$ cat config.mk
export PLATFORM = sky130hd
export DESIGN_NAME = lcd_stream_feeder
export DESIGN_NICKNAME = d
export VERILOG_FILES = /design/src/rtl/lcd_stream_feeder.sv
export SDC_FILE = /design/constraint.sdc
export NUM_CORES = 1
export LEC_CHECK = 0
export CORE_AREA = 8 8 112 114
export CTS_CLUSTER_DIAMETER = 120
export CTS_CLUSTER_SIZE = 25
export DETAILED_ROUTE_END_ITERATION = 16
export DIE_AREA = 0 0 120 122
export GPL_TIMING_DRIVEN = 0
export HOLD_SLACK_MARGIN = 0.06
export SLEW_MARGIN = 20
export SYNTH_ARGS = -nofsm -noshare
export SYNTH_HDL_FRONTEND = slang
export SYNTH_SLANG_ARGS = --single-unit
$ cat constraint.sdc
create_clock -name clk -period 4.9 [get_ports clk]
set_input_delay 0.98 -clock clk [delete_from_list [all_inputs] [get_ports clk]]
set_output_delay 0.98 -clock clk [all_outputs]
set_load 0.03 [all_outputs]
$ cat src/rtl/lcd_stream_feeder.sv
// Byte stream to LCD transfer converter: buffers UART bytes, tracks the cursor
// and turns printable/control characters into data or command transfers.
module lcd_stream_feeder #(
    parameter int          COLS       = 16,
    parameter int          FIFO_DEPTH = 8,
    parameter logic [7:0]  ROW1_ADDR  = 8'h40
) (
    input  logic       clk,
    input  logic       rst,
    input  logic [7:0] rx_byte,
    input  logic       rx_ready,
    input  logic       init_complete,
    input  logic       lcd_busy,
    output logic [7:0] lcd_data,
    output logic       lcd_rs,
    output logic       lcd_valid,
    output logic       overflow,
    output logic       cursor_row,
    output logic [4:0] cursor_col
);

    localparam int             AW         = $clog2(FIFO_DEPTH);
    localparam logic [AW:0]    FULL_COUNT = (AW+1)'(FIFO_DEPTH);
    localparam logic [5:0]     COLS_W     = 6'(COLS);

    typedef enum logic [1:0] {IDLE, FETCH, SEND, WRAP} state_t;

    logic [7:0]    mem [FIFO_DEPTH];
    logic [AW-1:0] wr_ptr;
    logic [AW-1:0] rd_ptr;
    logic [AW:0]   count;
    state_t        state;
    logic          pend_row;
    logic [7:0]    head;
    logic          pop;
    logic          push;
    logic [5:0]    col_inc;

    function automatic logic [7:0] row_addr(input logic row);
        return 8'h80 | (row ? ROW1_ADDR : 8'h00);
    endfunction

    assign head    = mem[rd_ptr];
    assign pop     = (state == FETCH);
    // A full FIFO still accepts a byte when the head leaves in the same cycle.
    assign push    = rx_ready && ((count != FULL_COUNT) || pop);
    assign col_inc = {1'b0, cursor_col} + 6'd1;

    // NOTE: storage array has no reset; contents are only read behind count,
    // so clearing it would add reset fan-out for no functional gain.
    always_ff @(posedge clk) begin
        if (push)
            mem[wr_ptr] <= rx_byte;
    end

    // NOTE: all sequential state uses non-blocking assignments so every
    // register samples pre-edge values regardless of statement order.
    always_ff @(posedge clk) begin
        if (rst) begin
            wr_ptr   <= '0;
            rd_ptr   <= '0;
            count    <= '0;
            overflow <= 1'b0;
        end else begin
            overflow <= rx_ready && !push;
            if (push)
                wr_ptr <= wr_ptr + AW'(1);
            if (pop)
                rd_ptr <= rd_ptr + AW'(1);
            case ({push, pop})
                2'b10:   count <= count + (AW+1)'(1);
                2'b01:   count <= count - (AW+1)'(1);
                default: count <= count;
            endcase
        end
    end

    always_ff @(posedge clk) begin
        if (rst) begin
            state      <= IDLE;
            lcd_valid  <= 1'b0;
            lcd_data   <= 8'h00;
            lcd_rs     <= 1'b0;
            cursor_row <= 1'b0;
            cursor_col <= 5'd0;
            pend_row   <= 1'b0;
        end else begin
            case (state)
                IDLE: begin
                    if (count != '0 && init_complete)
                        state <= FETCH;
                end
                FETCH: begin
                    if (head >= 8'h20 && head <= 8'h7E) begin
                        lcd_valid <= 1'b1;
                        lcd_rs    <= 1'b1;
                        lcd_data  <= head;
                        state     <= SEND;
                    end else begin
                        // Commands carry their cursor effect in pend_row until completion.
                        case (head)
                            8'h0D: begin
                                lcd_valid <= 1'b1;
                                lcd_rs    <= 1'b0;
                                lcd_data  <= row_addr(cursor_row);
                                pend_row  <= cursor_row;
                                state     <= SEND;
                            end
                            8'h0A: begin
                                lcd_valid <= 1'b1;
                                lcd_rs    <= 1'b0;
                                lcd_data  <= row_addr(~cursor_row);
                                pend_row  <= ~cursor_row;
                                state     <= SEND;
                            end
                            8'h0C: begin
                                lcd_valid <= 1'b1;
                                lcd_rs    <= 1'b0;
                                lcd_data  <= 8'h01;
                                pend_row  <= 1'b0;
                                state     <= SEND;
                            end
                            default: state <= IDLE;
                        endcase
                    end
                end
                SEND: begin
                    if (!lcd_busy) begin
                        if (lcd_rs && col_inc == COLS_W) begin
                            cursor_row <= ~cursor_row;
                            cursor_col <= 5'd0;
                            lcd_rs     <= 1'b0;
                            lcd_data   <= row_addr(~cursor_row);
                            state      <= WRAP;
                        end else if (lcd_rs) begin
                            cursor_col <= col_inc[4:0];
                            lcd_valid  <= 1'b0;
                            state      <= IDLE;
                        end else begin
                            cursor_row <= pend_row;
                            cursor_col <= 5'd0;
                            lcd_valid  <= 1'b0;
                            state      <= IDLE;
                        end
                    end
                end
                WRAP: begin
                    if (!lcd_busy) begin
                        lcd_valid <= 1'b0;
                        state     <= IDLE;
                    end
                end
                default: state <= IDLE;
            endcase
        end
    end

endmodule

Word level (Yosys, flattened, before mapping). Memories as Yosys holds them, arrays and structs flattened. A register that Yosys moved wholly into a read port is not among the register bits. Cells that the tools add are included.

Bits in registers: 30. Bits in writable memories: 64. Bits of input ports: 13. Output and inout port bits: 17. Word-level logic and storage cells: 96. Memories kept: 1.

Memories: mem (depth 8, bits a word 8, read ports 1, clocked after Yosys merged registers in 1, write ports 1, line 28) `logic [7:0] mem [FIFO_DEPTH];`.

$add $sub $neg: 5. Magnitude comparators: 2. Eq/ne operators: 18. Multiplexer cells: 35. Bitwise operators: 3. Reduce and logical (&&, ||, !) cells: 21.

Operators by type and width (count): 8-bit by 4-bit == test with 1-bit output (second input constant) (3); 8-bit two-way mux (3); 8-bit one-hot mux with 3 select lines (1); 8-bit one-hot mux with 2 select lines (1); 7-bit two-way mux (2); 1-bit two-way mux (13); 2-bit two-way mux (6); 5-bit two-way mux (2); 2-bit inequality test (second input constant) (5); 3-bit AND reduction (3); 8-bit by 6-bit >= comparator with 1-bit output (second input constant) (1); 8-bit by 7-bit less-or-equal comparator with 1-bit output (second input constant) (1); 2-bit one-hot mux with 4 select lines (1); 4-bit one-hot mux with 2 select lines (1); 4-bit AND reduction (2); 3-bit by 1-bit adder with 3-bit output (second input constant) (2); 5-bit by 1-bit adder with 6-bit output (second input constant) (1); 2-bit == test (second input constant) (3); 6-bit by 5-bit == test with 1-bit output (second input constant) (1); 3-bit two-way mux (2); 1-bit one-hot mux with 3 select lines (2); 3-bit nonzero test (2); 1-bit logical AND (5); 5-bit by 1-bit inequality test with 1-bit output (second input constant) (1); other kinds (16) (20).

Longest topological paths before layout.
Word-level depth: 6. Mapped depth: 10. Gate-level depth less buffers: 9.

Worst setup path after synthesis. OpenSTA, ideal clock, no wires.

Kind: register to register. From: reg with a tool-made name. To: reg lcd_data[7]. Library setup time: 68 ps. Arrival: 2363 ps. Data required time: 4832 ps. Path slack: 2470 ps. Cell stages (with the launch flop): 9. Path buffers: 1. Period minus slack after synthesis: 2430 ps. Cell sequence: dfxtp_1 -> buf_6 -> mux4_1 -> mux2i_2 -> nand3b_2 -> a211oi_4 -> nor3_4 -> or3_1 -> a21oi_2.

RTL lines: to (signal assigned) (line 105) `lcd_data <= row_addr(cursor_row);`; to (signal assigned) (line 112) `lcd_data <= row_addr(~cursor_row);`; to (signal assigned) (line 133) `lcd_data <= row_addr(~cursor_row);`; to (decl) (line 14) `output logic [7:0] lcd_data,`.

==> run_results.csv <==
group,metric,value,unit
clock_tree,cts-hold-fix-buffers,0,
grt,first_pass_grt_wire_length,13.22,mm
finish,nNetsFinal,365,
job,max-cap-violations,0,
grt,grt.total_usage,11.70,%
floorplanning,die_y,122,um
finish,final_layout_size_suffix_gt1_share,16.86,%
pwr,power_frac_seq,56.3,%
drt,drtAntennaViolNets,0,
logic_synthesis,syn_area_per_cell,14.01,sq um
logic_synthesis,syn-cell-area,4217,sq um
sta,setup_total_negative_slack,0,ns
pwr,intPower,0.001198,W
clock_tree,worst_skew_pair.late_latency,0.36,ns
logic_synthesis,synth-edff-count,64,
clock_tree,clkTransAtPathRegs,0.10,ns
clock_tree,clkSinkCount,97,
sta,grt_setup_unrepaired,"false",
grt,vias_in_the_first_global_route,2571,
clock_tree,clock_tree_from_tritoncts,"done",
placement,postPlaceCellArea,4743,sq um
placement,io_buffers,29,
drt,postRouteWirelength,8.113,mm
placement,dp_hpwl,5.821,mm
drt,remaining_drc_errors,0,
placement,place.gp.congestion,0.7991,
logic_synthesis,share_of_synthesized_area_occupied_by_flip_flops_and_latches,61.25,%
pwr,power_per_cell_area,333.5,nW/um^2
floorplanning,boundaryPins,30,
floorplanning,floorplan.initialDensity,39.42,%
setup_path,timing.critical_path.required,5.20,ns
sta,min_period,2.697,ns
floorplanning,die-area,14640,sq um
floorplanning,overall_die_width,120,um
sta,fin_worst_skew,0.009239,ns
logic_synthesis,synth_instances,301,
clock_tree,tritoncts.num_buffers,9,
logic_synthesis,post-synth-top-area-cell,"edfxtp_1",
logic_synthesis,ys_seq_elements,97,
finish,post-route-cell-area,4918,sq um
drt,route.vias.total,2540,
logic_synthesis,ys_types,55,
setup_path,critical-path-max-stage-delay,0.60,ns
drt,detail_route.wl_per_cell,16.56,um
setup_path,cp-start-kind,"flip-flop",
sta,achievable-frequency,370.7,MHz
clock_tree,post_cts_buffers,0,
setup_path,cp_cell_sequence,"buf_6 -> mux4_1 -> mux2i_2 -> nand3b_2 -> a211oi_4 -> nor3_4 -> or3_1 -> a21oi_2",
grt,routing_usage_on_met1,13.96,%
drt,drt_iter0_drc,135,
setup_path,crit_fanout,7,
sta,slew_headroom,40.33,%
grt,grt_max_degree,18,
clock_tree,ctsHtreeMaxLevel,3,
logic_synthesis,yosysTopAreaCellShare,45.58,%
setup_path,critPathSlowestCell,"mux4_1",
pwr,share_clk_of_total_power,29.2,%
floorplanning,row_count,38,
grt,antenna_found_initial,0,
pwr,total_power,0.001640,W
pwr,switching_power,0.0004426,W
finish,areaGrowthSynthToFinish,16.65,%
setup_path,cp_top_family,"multiplexers",
logic_synthesis,async_reset_ff_share,0,%
status,outcome,"completed",
grt,globalRouteMet3Util,3.239,%
grt,grt-ovfl-total,0,
finish,fin_util,45.98,%
clock_tree,cts_resized,0,
clock_tree,cts_buffer_depth,2,
setup_path,crit_buf_inv,1,
pwr,portion_of_total_power_attributed_to_combinational_logic,14.5,%
hold_path,worst_hold_path_type,"flip-flop to flip-flop",
pwr,switching_share,26.98,%
sta,hold_viol_final,0,
sta,setup_viol,0,
sta,finalMaxSlewViolations,0,
pwr,vdd_drop_max,0.0001260,V
logic_synthesis,syn-num-nets,320,
finish,n_antenna_cell,0,
logic_synthesis,synthTopCellsByArea,"edfxtp_1 46%, dfxtp_1 16%, mux4_2 5.3%",
clock_tree,cts_root_buf,"clkbuf_8",
grt,top_usage_layer,"met2",
sta,max_slew.worst_pin.slew,0.8918,ns
setup_path,worst-endpoint-arrival,2.99,ns
grt,gr-usage-met2,19.56,%
setup_path,worst-setup-path-type,"flip-flop to flip-flop",
pwr,static-leakage-power,1.623,nW
logic_synthesis,yosysWarningCount,0,
drt,routed_via_density,5.184,
drt,drt_first_pass_iters,5,
sta,post-route-period-util,55.05,%
setup_path,crit_path_end_kind,"flip-flop",
logic_synthesis,main_flop_type_after_synthesis,"edfxtp_1",
floorplanning,core_area,10700,sq um
## layout make-up
cell class                      count  area [sq um]
Fill cell                         954          5779
Sequential cell                    97          2582
Multi-Input combinational cell    185          1543
Timing Repair Buffer               34         325.3
Tap cell                          140         175.2
Clock buffer                        9         123.9
Buffer                             10         83.83
Clock inverter                      6         51.30
Inverter                            9         33.78
## tightest hold or removal path, delay by kind of cell, from the launching register on
family | cells | cell delay [ns]
AOI/OAI and AO/OA | 1 | 0.04
and+or+nand+nor | 1 | 0.07
DFF | 1 | 0.33
## state kept, by name, summed over array words and instances, names as in the netlist, 2 cells and up, named ones only
signal      cells
rd_ptr          3
state           2
mem            64
lcd_data        8
cursor_col      5
wr_ptr          3
count           4
## final timing paths
check                                  from           to  slack (ns)  cells past startpoint
worst max register to register    flip-flop  lcd_data[7]        2.20                      8
worst min-delay path            lcd_data[7]  lcd_data[7]        0.47                      2
worst min register to register  lcd_data[7]  lcd_data[7]        0.47                      2
worst max-delay path              flip-flop  lcd_data[7]        2.20                      8
## synth_stat cells (2+ instances only)
cell type	instances
nand2_1	23
or2_2	3
nor2_1	35
mux2i_4	3
nand3_1	6
or3_1	3
nand2b_1	6
mux4_1	6
a21oi_1	16
clkbuf_1	5
o211ai_1	2
a211oi_1	2
o21ai_0	4
inv_1	8
mux2i_1	7
mux4_2	10
xor2_1	3
dfxtp_1	33
nand4_1	2
edfxtp_1	64
buf_6	4
xnor2_1	4
nor3_1	11
mux2i_2	3
ha_1	5
o21bai_1	2
nor4_1	2
a21o_1	2
## cells in the final DEF, fill, tap and decap left out, types with 4 or more instances in the layout
cell type | Yosys | final
mux2i_1 | 7 | 7
mux4_1 | 6 | 6
nor3_2 | 0 | 4
dfxtp_1 | 33 | 33
buf_6 | 4 | 4
inv_1 | 8 | 8
nor2_1 | 35 | 35
clkbuf_1 | 5 | 5
nand3_1 | 6 | 6
nand2b_1 | 6 | 6
mux4_2 | 10 | 10
a21oi_1 | 16 | 16
xnor2_1 | 4 | 4
clkdlybuf4s50_1 | 0 | 29
ha_1 | 5 | 5
o21ai_0 | 4 | 4
nand2_1 | 23 | 23
nor3_1 | 11 | 7
edfxtp_1 | 64 | 64
buf_4 | 0 | 4
clkbuf_8 | 0 | 9
## cells by family after synthesis
group,count (synthesis),share of synthesized area (%)
AND/OR/NAND/NOR,101,11.96
buffers and inverters,19,2.789
XOR/XNOR,7,1.454
multiplexers,29,13.32
AO/OA/AOI/OAI,42,7.270
flip-flops,97,61.25
adder cells (fa/ha/maj),6,1.958
## power by group through the flow
stage	Clock, W	Sequential [W]	Combinational (W)
floorplan	0	0.000946	0.000163
global placement	0	0.000941	0.000233
detailed placement	0	0.000943	0.000241
CTS	0.000498	0.000924	0.000242
global route	0.000528	0.000928	0.000262
finish	0.000478	0.000924	0.000238
## metrics by stage
| step | hold slack (ns) | cells | worst slack [ns] |
|---|---|---|---|
| after global routing | 0.4775 | 490 | 2.041 |
| after detailed placement | 0.4552 | 475 | 1.762 |
| after global placement | 0.4482 | 470 | 0.8137 |
| final | 0.4692 | 490 | 2.203 |
| after floorplan | 0.4541 | 301 | 2.470 |
| after CTS | 0.4691 | 490 | 2.157 |
## layer usage
metal | wire length, um | share of wire, %
met1 | 3658 | 45
met2 | 3927 | 48
met3 | 395 | 4.9
met4 | 133 | 1.6
met5 | 0 | 0
Note: power is estimated with default switching activity, not from simulation.
